===== src/rtl/sat_counter.sv =====
// Up-counter with synchronous clear and enable that sticks at LIMIT instead of wrapping.
module sat_counter #(
   parameter int W     = 16,
   parameter int LIMIT = 1024
) (
   input  logic         clk,
   input  logic         reset,
   input  logic         clr,
   input  logic         en,
   output logic [W-1:0] count
);

   logic [W-1:0] count_q;
   logic [W-1:0] count_d;

   // Next count: clear wins, otherwise step while below the limit.
   always_comb begin
      count_d = count_q;
      if (clr) begin
         count_d = '0;
      end else if (en && (count_q != W'(LIMIT))) begin
         count_d = count_q + W'(1);
      end
   end

   // Count register.
   always_ff @(posedge clk) begin
      if (reset) begin
         count_q <= '0;
      end else begin
         count_q <= count_d;
      end
   end

   assign count = count_q;

endmodule


===== config.mk =====
export PLATFORM = sky130hd
export DESIGN_NAME = sat_counter
export DESIGN_NICKNAME = d
export VERILOG_FILES = /design/src/rtl/sat_counter.sv
export SDC_FILE = /design/constraint.sdc
export NUM_CORES = 1
export LEC_CHECK = 0
export ABC_AREA = 0
export CELL_PAD_IN_SITES_DETAIL_PLACEMENT = 1
export CELL_PAD_IN_SITES_GLOBAL_PLACEMENT = 1
export CORE_MARGIN = 10
export CORE_UTILIZATION = 36
export DETAILED_ROUTE_END_ITERATION = 10
export PLACE_DENSITY_LB_ADDON = 0.1
export SLEW_MARGIN = 20
export SYNTH_ARGS = -nofsm -noshare
export SYNTH_HDL_FRONTEND = slang
export SYNTH_SLANG_ARGS = --single-unit

===== constraint.sdc =====
create_clock -name clk -period 4.1 [get_ports clk]
set_clock_uncertainty 0.2 [all_clocks]
set_input_delay 1.025 -clock clk [delete_from_list [all_inputs] [get_ports clk]]
set_output_delay 1.025 -clock clk [all_outputs]
set_load 0.005 [all_outputs]

==> metrics.md, run 1 <==
| Metric | Value |
|---|---|
| Status | `complete, no violations` |
| Crit path DAT | `approximately 2.6 ns` |
| Worst Path Required | `4.13 ns` |
| Syn Nets | `103` |
| Post-synth top flop | `dfxtp_1` |
| Final core utilization | `51.6%` |
| TritonCTS clock tree | `done` |
| First-pass GRT wire length | `3730 um` |
| Final setup violation count | `0` |
| I/O pin count | `20` |
| Max Cap Viol | `0` |
| Area share of the largest cell type after synthesis | `40.3%` |
| Die width | `about 67 um` |
| Largest net degree at the start of global routing | `17` |
| Post-synth cell types | `27` |
| Worst hold path type | `flop to flop` |
| Layout cell share with drive strength beyond 1 | `6.84%` |
| Max Fanout on Critical Path | `7` |
| CTS root buffer | `clkbuf_4` |
| GPL Wtd Cong | `slightly below 0.8` |
| Full die area | `roughly 4500 um^2` |
| Num Clock Sinks | `16` |
| Vias | `roughly 760` |
| Clock transition at path regs | `0.10 ns` |
| Static leakage | `0.314 nW` |
| Register bit total from synthesis | `16` |
| DRT iter0 DRCs | `27` |
| Post-synthesis cell count | `97` |
| Grt ovf | `0` |
| DR pass1 iterations | `2` |
| Post_cts resized | `0` |
| Post-Syn Area | `around 800 um^2` |
| Final Hold Fails | `0` |
| Crit start category | `input pin` |
| Peak supply drop | `between 0.15 and 0.2 mV` |
| CTS buffer count | `3` |
| WL per Instance | `14.6 um` |
| Fin crit share | `63.1%` |
| Critical path class | `input pin to flop` |
| Commonest cells post-synth | `dfxtp_1 (16), nor2_1 (13), nand2_1 (7)` |
| Most frequent cell after synthesis | `dfxtp_1` |
| Setup TNS | `0 ns` |
| Routed Antenna Nets | `0` |
| Synth warnings | `0` |
| Least-Margin Pin Slew | `0.430 ns` |
| Vias in the first global route | `approximately 820` |
| Sequential-to-total area share from yosys stat | `between 40 and 50%` |
| Latest clock arrival within the worst-skew pair | `0.29 ns` |
| Multi-input logic area | `444 um^2` |
| Post-CTS Hold Buffers | `0` |
| Worst Setup End Kind | `flop` |
| Rows | `16` |
| Detailed Place HPWL | `1670 um` |
| Final nets | `124` |
| Async set-reset flop share out of synthesis | `0%` |
| All-layer global routing usage | `a little over a tenth` |
| Initial Util | `39.4%` |
| Clk buf depth | `2` |
| Count of port buffers added during placement | `19` |
| Post-synth top area cell | `dfxtp_1` |
| Storage element area | `320 um^2` |
| Area growth syn-to-layout | `31.1%` |
| Initial antenna violation count | `0` |
| Max-slew violation count | `0` |
| WL final | `2100 um` |
| Die height | `67.0 um` |
| Slew HR | `71.3%` |
| PwrDens | `265 nW/um^2` |
| PnR Total Power | `276 uW` |
| Residual DRC | `0` |
| Post-synth EDFFs | `0` |
| Antenna cells | `0` |
| Post CTS Setup Buffer Count | `0` |
| CTS H-Tree Depth | `1` |
| Max reg flops | `16` |
| Fill cells | `between 200 and 250` |
| Highest clock rate | `386 MHz` |
| Avg Cell Area, Syn | `8.20 um^2` |
| DR vias/cell | `5.31` |
| Final Critical Period | `2.59 ns` |
| RSZ-0062 raised after global routing | `no` |
| Top cells by area, synth | `dfxtp_1 (40%), xnor2_1 (6.6%), nor2_1 (6.1%)` |
| Core Region | `2020 um^2` |
[placed cells by master, fill, tap and decap left out, drive strengths merged, types with 2 or more instances in the layout]
cell type,netlist,layout
nor4,4,4
or2,2,2
clkbuf,2,4
dfxtp,16,16
or3,4,4
nand4,5,5
inv,5,5
xor2,3,3
nor2,13,13
ha,2,2
clkdlybuf4s50,0,19
nor4b,2,2
o21ai,3,3
nand2,8,8
xnor2,6,6
nor3,4,4
a21oi,5,5
a41oi,2,2
nand3,5,5
[critical path, cell delays in order]
cell	delay, ns
clkdlybuf4s50_1	0.61
nand2_2	0.14
or3_1	0.38
or3_1	0.32
a21oi_1	0.14
[worst paths after layout]
path                            startpoint   endpoint  slack, ns  cells past startpoint
worst max-delay path                    en  count[12]       1.51                      5
worst max register to register    count[2]  count[12]       2.08                      4
worst min register to register    count[7]   count[7]       0.36                      2
worst min-delay path              count[7]   count[7]       0.36                      2
[area by class of cell]
type | instances | share of cell area (%)
repair buffers | 19 | 18.2
inverters | 5 | 1.80
multi-input cells | 73 | 42.6
clock buffers | 4 | 3.48
well taps | 27 | 3.24
flip-flops and latches | 16 | 30.7
[stage by stage]
stage / cells / hold slack [ns] / setup WS (ns) / area (um^2)
6_report: 144 / 0.360 / 1.51 / 1040
5_1_grt: 144 / 0.397 / 1.42 / 1040
4_1_cts: 144 / 0.364 / 1.53 / 1040
3_5_place_dp: 140 / 0.346 / 1.24 / 1010
3_3_place_gp: 140 / 0.323 / 1.30 / 1010
2_1_floorplan: 97 / 0.299 / 1.98 / 796
[cell families after synthesis]
kind of cell | Yosys count | share of synthesized area (%)
and+or+nand+nor | 48 | 31.3
muxes | 1 | 1.26
adders and majority gates | 2 | 3.14
xor gates and xnor gates | 9 | 9.91
AOI/OAI and AO/OA | 13 | 10.2
buffers and inverters | 8 | 3.93
DFF | 16 | 40.3
[per-layer routing]
layer  global-route usage (%)  wire [um]  vias up
met5                        0          0        -
met2                     17.7       1030       12
met3                     5.18        141        2
met1                     11.4        920      364
met4                     2.31          9        0
li1                         -          -      386
[report_power, final]
| part | internal [mW] | leakage, nW | switching (mW) | total, mW |
|---|---|---|---|---|
| sequential | 0.156 | 0.129 | 0.00124 | 0.157 |
| clock | 0.0541 | 0.0210 | 0.0518 | 0.106 |
| combinational | 0.00619 | 0.164 | 0.00670 | 0.0129 |
| total | 0.216 | 0.314 | 0.0598 | 0.276 |
No activity file was read; power rests on OpenSTA's default activity.
==> run 2, diff against run 1 <==
- CORE_UTILIZATION: 36 -> 31
- clock period: 4.1 -> 2.1 ns (I/O delays scaled with it)
==> run 2 against run 1 <==
Compared with the run above: global-route usage decreased by 1.2 points; via count up 4.3%; power grew 97%; final area grew 7.3%.
==> metrics.md, run 2 (synthesis gave the netlist of run 1 again) <==
| Metric | Value |
|---|---|
| Setup TNS | `0 ns (unchanged)` |
| PwrDens | `487 nW/um^2 (+84%)` |
| DR pass1 iterations | `3 (+1)` |
| Worst reg2reg setup slack | `0.26 ns (-1.82 ns)` |
| Core Region | `2450 um^2 (+21%)` |
| Initial Util | `32.4% (-6.9 points)` |
| CTS buffer count | `3 (unchanged)` |
| Crit path DAT | `1.29 ns (-1.33 ns)` |
| Slew HR | `72.3% (+1.1 points)` |
| Static leakage | `0.359 nW (+14%)` |
| DP Cell Count | `152 (+8.6%)` |
| WL final | `2310 um (+9.8%)` |
| Antenna cells | `0 (unchanged)` |
| Residual DRC | `0 (unchanged)` |
| Latest clock arrival within the worst-skew pair | `0.29 ns (about the same)` |
| I/O pin count | `20 (unchanged)` |
| Final instance area | `1120 um^2 (+7.3%)` |
| Full die area | `4990 um^2 (+11%)` |
| Vias in the first global route | `817 (-0.12%)` |
| All-layer global routing usage | `9.28% (-1.2 points)` |
| Final Critical Period | `2.02 ns` |
| Num Clock Sinks | `16 (unchanged)` |
| WL per Instance | `14.8 um (+1.3%)` |
| R2R cell count | `5 (+1)` |
| CTS H-Tree Depth | `1 (unchanged)` |
| Area growth syn-to-layout | `40.7%` |
| Fin crit share | `96.0%` |
| Layout cell share with drive strength beyond 1 | `16.7% (+9.8 points)` |
| Clock transition at path regs | `0.10 ns (about the same)` |
| Crit start category | `flop` |
| Hold slack | `0.363 ns (+0.00284 ns)` |
| Worst Setup End Kind | `primary output` |
| Die height | `70.7 um (+5.4%)` |
| Detailed Place HPWL | `1860 um (+11%)` |
| Final Hold Fails | `0 (unchanged)` |
| Highest clock rate | `around 500 MHz` |
| First-pass GRT wire length | `3880 um (+4.2%)` |
| GPL Wtd Cong | `0.915 (+19%)` |
| Final nets | `133 (+7.3%)` |
| Max Cap Viol | `0 (unchanged)` |
| Hold depth | `2 (unchanged)` |
| Peak supply drop | `0.304 mV (+69%)` |
| Routed Antenna Nets | `0 (unchanged)` |
| Worst hold path type | `flop to flop` |
| Max Fanout on Critical Path | `4 (-3)` |
| Initial antenna violation count | `0 (unchanged)` |
| Worst Path Required | `1.37 ns (-2.76 ns)` |
| Leading cell types in the layout, fill and taps excluded | `clkdlybuf4s50_1 (19), nor2_1 (13), dfxtp_1 (12), buf_4 (9), nand2_1 (7)` |
| Rows | `18 (+2)` |
| RSZ-0062 raised after global routing | `no` |
| Least-Margin Pin Slew | `0.409 ns (-0.0205 ns)` |
| Status | `complete, no violations` |
| Final Non-Filler Cells | `156 (+8.3%)` |
| DR vias/cell | `5.11 (-3.7%)` |
| TritonCTS clock tree | `done` |
| Die width | `70.7 um (+5.4%)` |
| Final setup violation count | `0 (unchanged)` |
| Clk buf depth | `2 (unchanged)` |
| Max reg flops | `16 (unchanged)` |
| Max-slew violation count | `0 (unchanged)` |
| Critical path class | `flop to primary output` |
| Largest net degree at the start of global routing | `10 (-7)` |
| Count of port buffers added during placement | `19 (unchanged)` |
| Commonest non-fill, non-tap cell in the layout | `clkdlybuf4s50_1` |
| CTS root buffer | `clkbuf_4` |
| PnR Total Power | `545 uW (+97%)` |
| Grt ovf | `0 (unchanged)` |
| Area after DPL | `1080 um^2 (+7.1%)` |
| DRT iter0 DRCs | `29 (+7.4%)` |
| Vias | `797 (+4.3%)` |
[run 2: cell count changes in the layout (fill, tap and decap cells not counted)]
cell	delta
buf_4	+9
dfxtp_1	-4
dfxtp_2	+4
[run 2: metrics by stage]
step           worst slack [ns]  util [%]
6_report                 0.0837      45.6
5_1_grt                  0.0128      45.6
3_3_place_gp            -0.0586      43.9
2_1_floorplan             0.344         -
3_5_place_dp            -0.0847      43.9
4_1_cts                  0.0173      45.5
[run 2: final cells by class]
| cell class | instances | area [um^2] |
|---|---|---|
| clock buffer | 4 | 36.3 |
| fill | 292 | 1340 |
| inverter | 5 | 18.8 |
| multi-input combinational | 73 | 444 |
| sequential | 16 | 325 |
| tap | 30 | 37.5 |
| timing repair buffer | 28 | 258 |
[run 2: what timing repair did]
action | 4_1_cts | 5_1_grt
buffers inserted | 0 | 0
hold buffers | 0 | 0
setup endpoints to repair | 1 | 3
gates resized for setup | 1 | 3
[run 2: critical path, cell delays in order (launching register included)]
cell	delay [ns]
dfxtp_2	0.38
buf_4	0.14
clkdlybuf4s50_1	0.49
[run 2: power by group]
| part | switching [mW] | internal (mW) | leakage, nW |
|---|---|---|---|
| combinational | 0.0143 | 0.0168 | 0.207 |
| sequential | 0.00277 | 0.305 | 0.131 |
| clock | 0.101 | 0.106 | 0.0210 |
[run 2: final timing paths]
| kind | end | from |
|---|---|---|
| max reg2reg | count[12] | count[1] |
| min | count[12] | count[12] |
| max | count[2] | count[2] |
| min reg2reg | count[12] | count[12] |
[run 2: routing by layer]
layer	vias to the layer above	share of wire, %	global-route usage [%]
li1	402	-	-
met1	385	46	10.6
met2	8	49	15.9
met3	2	4.1	2.93
met4	0	0.39	3.23
met5	-	0	0
==> run 3, diff against run 2 <==
==> constraint.sdc (replaced) <==
create_clock -name clk -period 2.1 [get_ports clk]
set_clock_uncertainty 0.2 [all_clocks]
set_input_delay 0.315 -clock clk [delete_from_list [all_inputs] [get_ports clk]]
set_output_delay 0.315 -clock clk [all_outputs]
set_load 0.005 [all_outputs]
==> run 3 against run 2 <==
Compared with the run above: non-clock buffer count decreased by 5; highest routed layer unchanged; die area unchanged; global-route usage grew 0.40 points; flip-flop and latch count unchanged.
==> metrics.md, run 3 (synthesis gave the netlist of run 1 again) <==
| Metric | Value |
|---|---|
| Full die area | `4990 um^2 (unchanged)` |
| RSZ-0062 raised after global routing | `no` |
| Fill cells | `305 (+4.5%)` |
| Vias | `773 (-3.0%)` |
| WL per Instance | `15.2 um (+2.7%)` |
| Commonest non-fill, non-tap cell in the layout | `clkdlybuf4s50_1` |
| DRT iter0 DRCs | `31 (+6.9%)` |
| Routed Antenna Nets | `0 (unchanged)` |
| Max Cap Viol | `0 (unchanged)` |
| Least-Margin Pin Slew | `0.396 ns (-0.0130 ns)` |
| Crit start category | `flop` |
| Static leakage | `0.332 nW (-7.4%)` |
| Critical path class | `flop to flop` |
| Crit-path most repeated cell | `or3_1` |
| Initial Util | `32.4% (unchanged)` |
| Highest clock rate | `531 MHz (+7.1%)` |
| PwrDens | `507 nW/um^2 (+4.1%)` |
| Layout cell share with drive strength beyond 1 | `9.92% (-6.7 points)` |
| Max Fanout on Critical Path | `7 (+3)` |
| Leading cell types in the layout, fill and taps excluded | `clkdlybuf4s50_1 (19), dfxtp_1 (16), nor2_1 (13), nand2_1 (7), xnor2_1 (6)` |
| Crit path DAT | `1.91 ns (+0.62 ns)` |
| Max-slew violation count | `0 (unchanged)` |
| Hold depth | `2 (unchanged)` |
| Post-CTS Hold Buffers | `0 (unchanged)` |
| Slew HR | `73.3% (+1.0 points)` |
| GPL Wtd Cong | `0.876 (-4.3%)` |
| Worst reg2reg setup slack | `0.22 ns (-0.04 ns)` |
| Rows | `18 (unchanged)` |
| WL final | `2300 um (-0.56%)` |
| DR pass1 iterations | `4 (+1)` |
| Antenna cells | `0 (unchanged)` |
| I/O pin count | `20 (unchanged)` |
| Post CTS Setup Buffer Count | `0 (unchanged)` |
| Top delay family on crit path | `simple AND/OR/NAND/NOR gates` |
| Final Hold Fails | `0 (unchanged)` |
| Post_cts resized | `0 (-1)` |
| Initial antenna violation count | `0 (unchanged)` |
| CTS H-Tree Depth | `1 (unchanged)` |
| Count of port buffers added during placement | `19 (unchanged)` |
| Final Critical Period | `1.88 ns (-0.133 ns)` |
| Worst Setup End Kind | `flop` |
| Vias in the first global route | `838 (+2.6%)` |
| CP max stage delay | `0.48 ns (about the same)` |
| TritonCTS clock tree | `done` |
| Grt ovf | `0 (unchanged)` |
| Core Region | `2450 um^2 (unchanged)` |
| R2R cell count | `5 (unchanged)` |
| Buf+Inv Stages, Crit Path | `0 (-2)` |
| Die width | `70.7 um (unchanged)` |
| Status | `complete, no violations` |
| Latest clock arrival within the worst-skew pair | `0.29 ns (about the same)` |
| Final setup violation count | `0 (unchanged)` |
| Clock transition at path regs | `0.10 ns (about the same)` |
| Largest net degree at the start of global routing | `17 (+7)` |
| Worst hold path type | `flop to flop` |
| Peak supply drop | `0.252 mV (-17%)` |
| CTS root buffer | `clkbuf_4` |
| First-pass GRT wire length | `4060 um (+4.5%)` |
| Setup TNS | `0 ns (unchanged)` |
| Residual DRC | `0 (unchanged)` |
| Crit-path cells | `ha_1, nand2_2, or3_1, or3_1, a21oi_1` |
| Fin crit share | `89.7% (-6.3 points)` |
| CTS buffer count | `3 (unchanged)` |
| Num Clock Sinks | `16 (unchanged)` |
| DR vias/cell | `5.12 (+0.20%)` |
| Worst Path Required | `2.13 ns (+0.76 ns)` |
| Max reg flops | `16 (unchanged)` |
| Final core utilization | `43.9% (-1.7 points)` |
| Die height | `70.7 um (unchanged)` |
| Area growth syn-to-layout | `35.4%` |
| Crit-path slowest cell | `dfxtp_1` |
| Detailed Place HPWL | `1770 um (-4.7%)` |
| Worst path depth | `5 (+3)` |
| All-layer global routing usage | `9.68% (+0.40 points)` |
| Clk buf depth | `2 (unchanged)` |
| Final nets | `128 (-3.8%)` |
==> run 3: metrics by stage <==
stage                     total power, mW  instances  hold WS, ns  cell area (um^2)  setup slack [ns]
final                               0.546        151        0.376              1080             0.217
after global routing                0.571        151        0.404              1080            0.0702
after CTS                           0.550        151        0.374              1080             0.217
after detailed placement            0.342        147        0.359              1040            0.0962
after global placement              0.341        147        0.341              1040             0.119
after floorplan                     0.326         97        0.299               796             0.344
==> run 3: path summary, 6_finish.rpt <==
kind | end | from
setup / recovery | count[12] | count[0]
hold / removal | count[7] | count[7]
setup reg to reg | count[12] | count[0]
hold reg to reg | count[7] | count[7]
==> run 3: final cells by class <==
cell class / count / area [um^2] / area share, %
inverters: 5 / 18.8 / 1.74
flip-flops and latches: 16 / 320 / 29.7
repair buffers: 23 / 220 / 20.4
well taps: 30 / 37.5 / 3.48
clock buffers: 4 / 36.3 / 3.37
multi-input cells: 73 / 444 / 41.2
==> run 3: power by group <==
group / internal (mW) / leakage [nW] / switching, mW
clock: 0.106 / 0.0210 / 0.107
sequential: 0.305 / 0.129 / 0.00262
combinational: 0.0133 / 0.182 / 0.0133
==> run 3: layer usage <==
metal / part of all wire (%) / up-vias / global-route usage (%)
li1: - / 394 / -
met1: 46 / 361 / 11.2
met2: 48 / 14 / 16.1
met3: 5.1 / 4 / 3.07
met4: 0.87 / 0 / 4.09
met5: 0 / - / 0
==> run 3: worst min-delay path, stage by stage, from the launching register on <==
cell and delay [ns]:
dfxtp_1 0.38, o21ai_0 0.10, a21oi_1 0.06
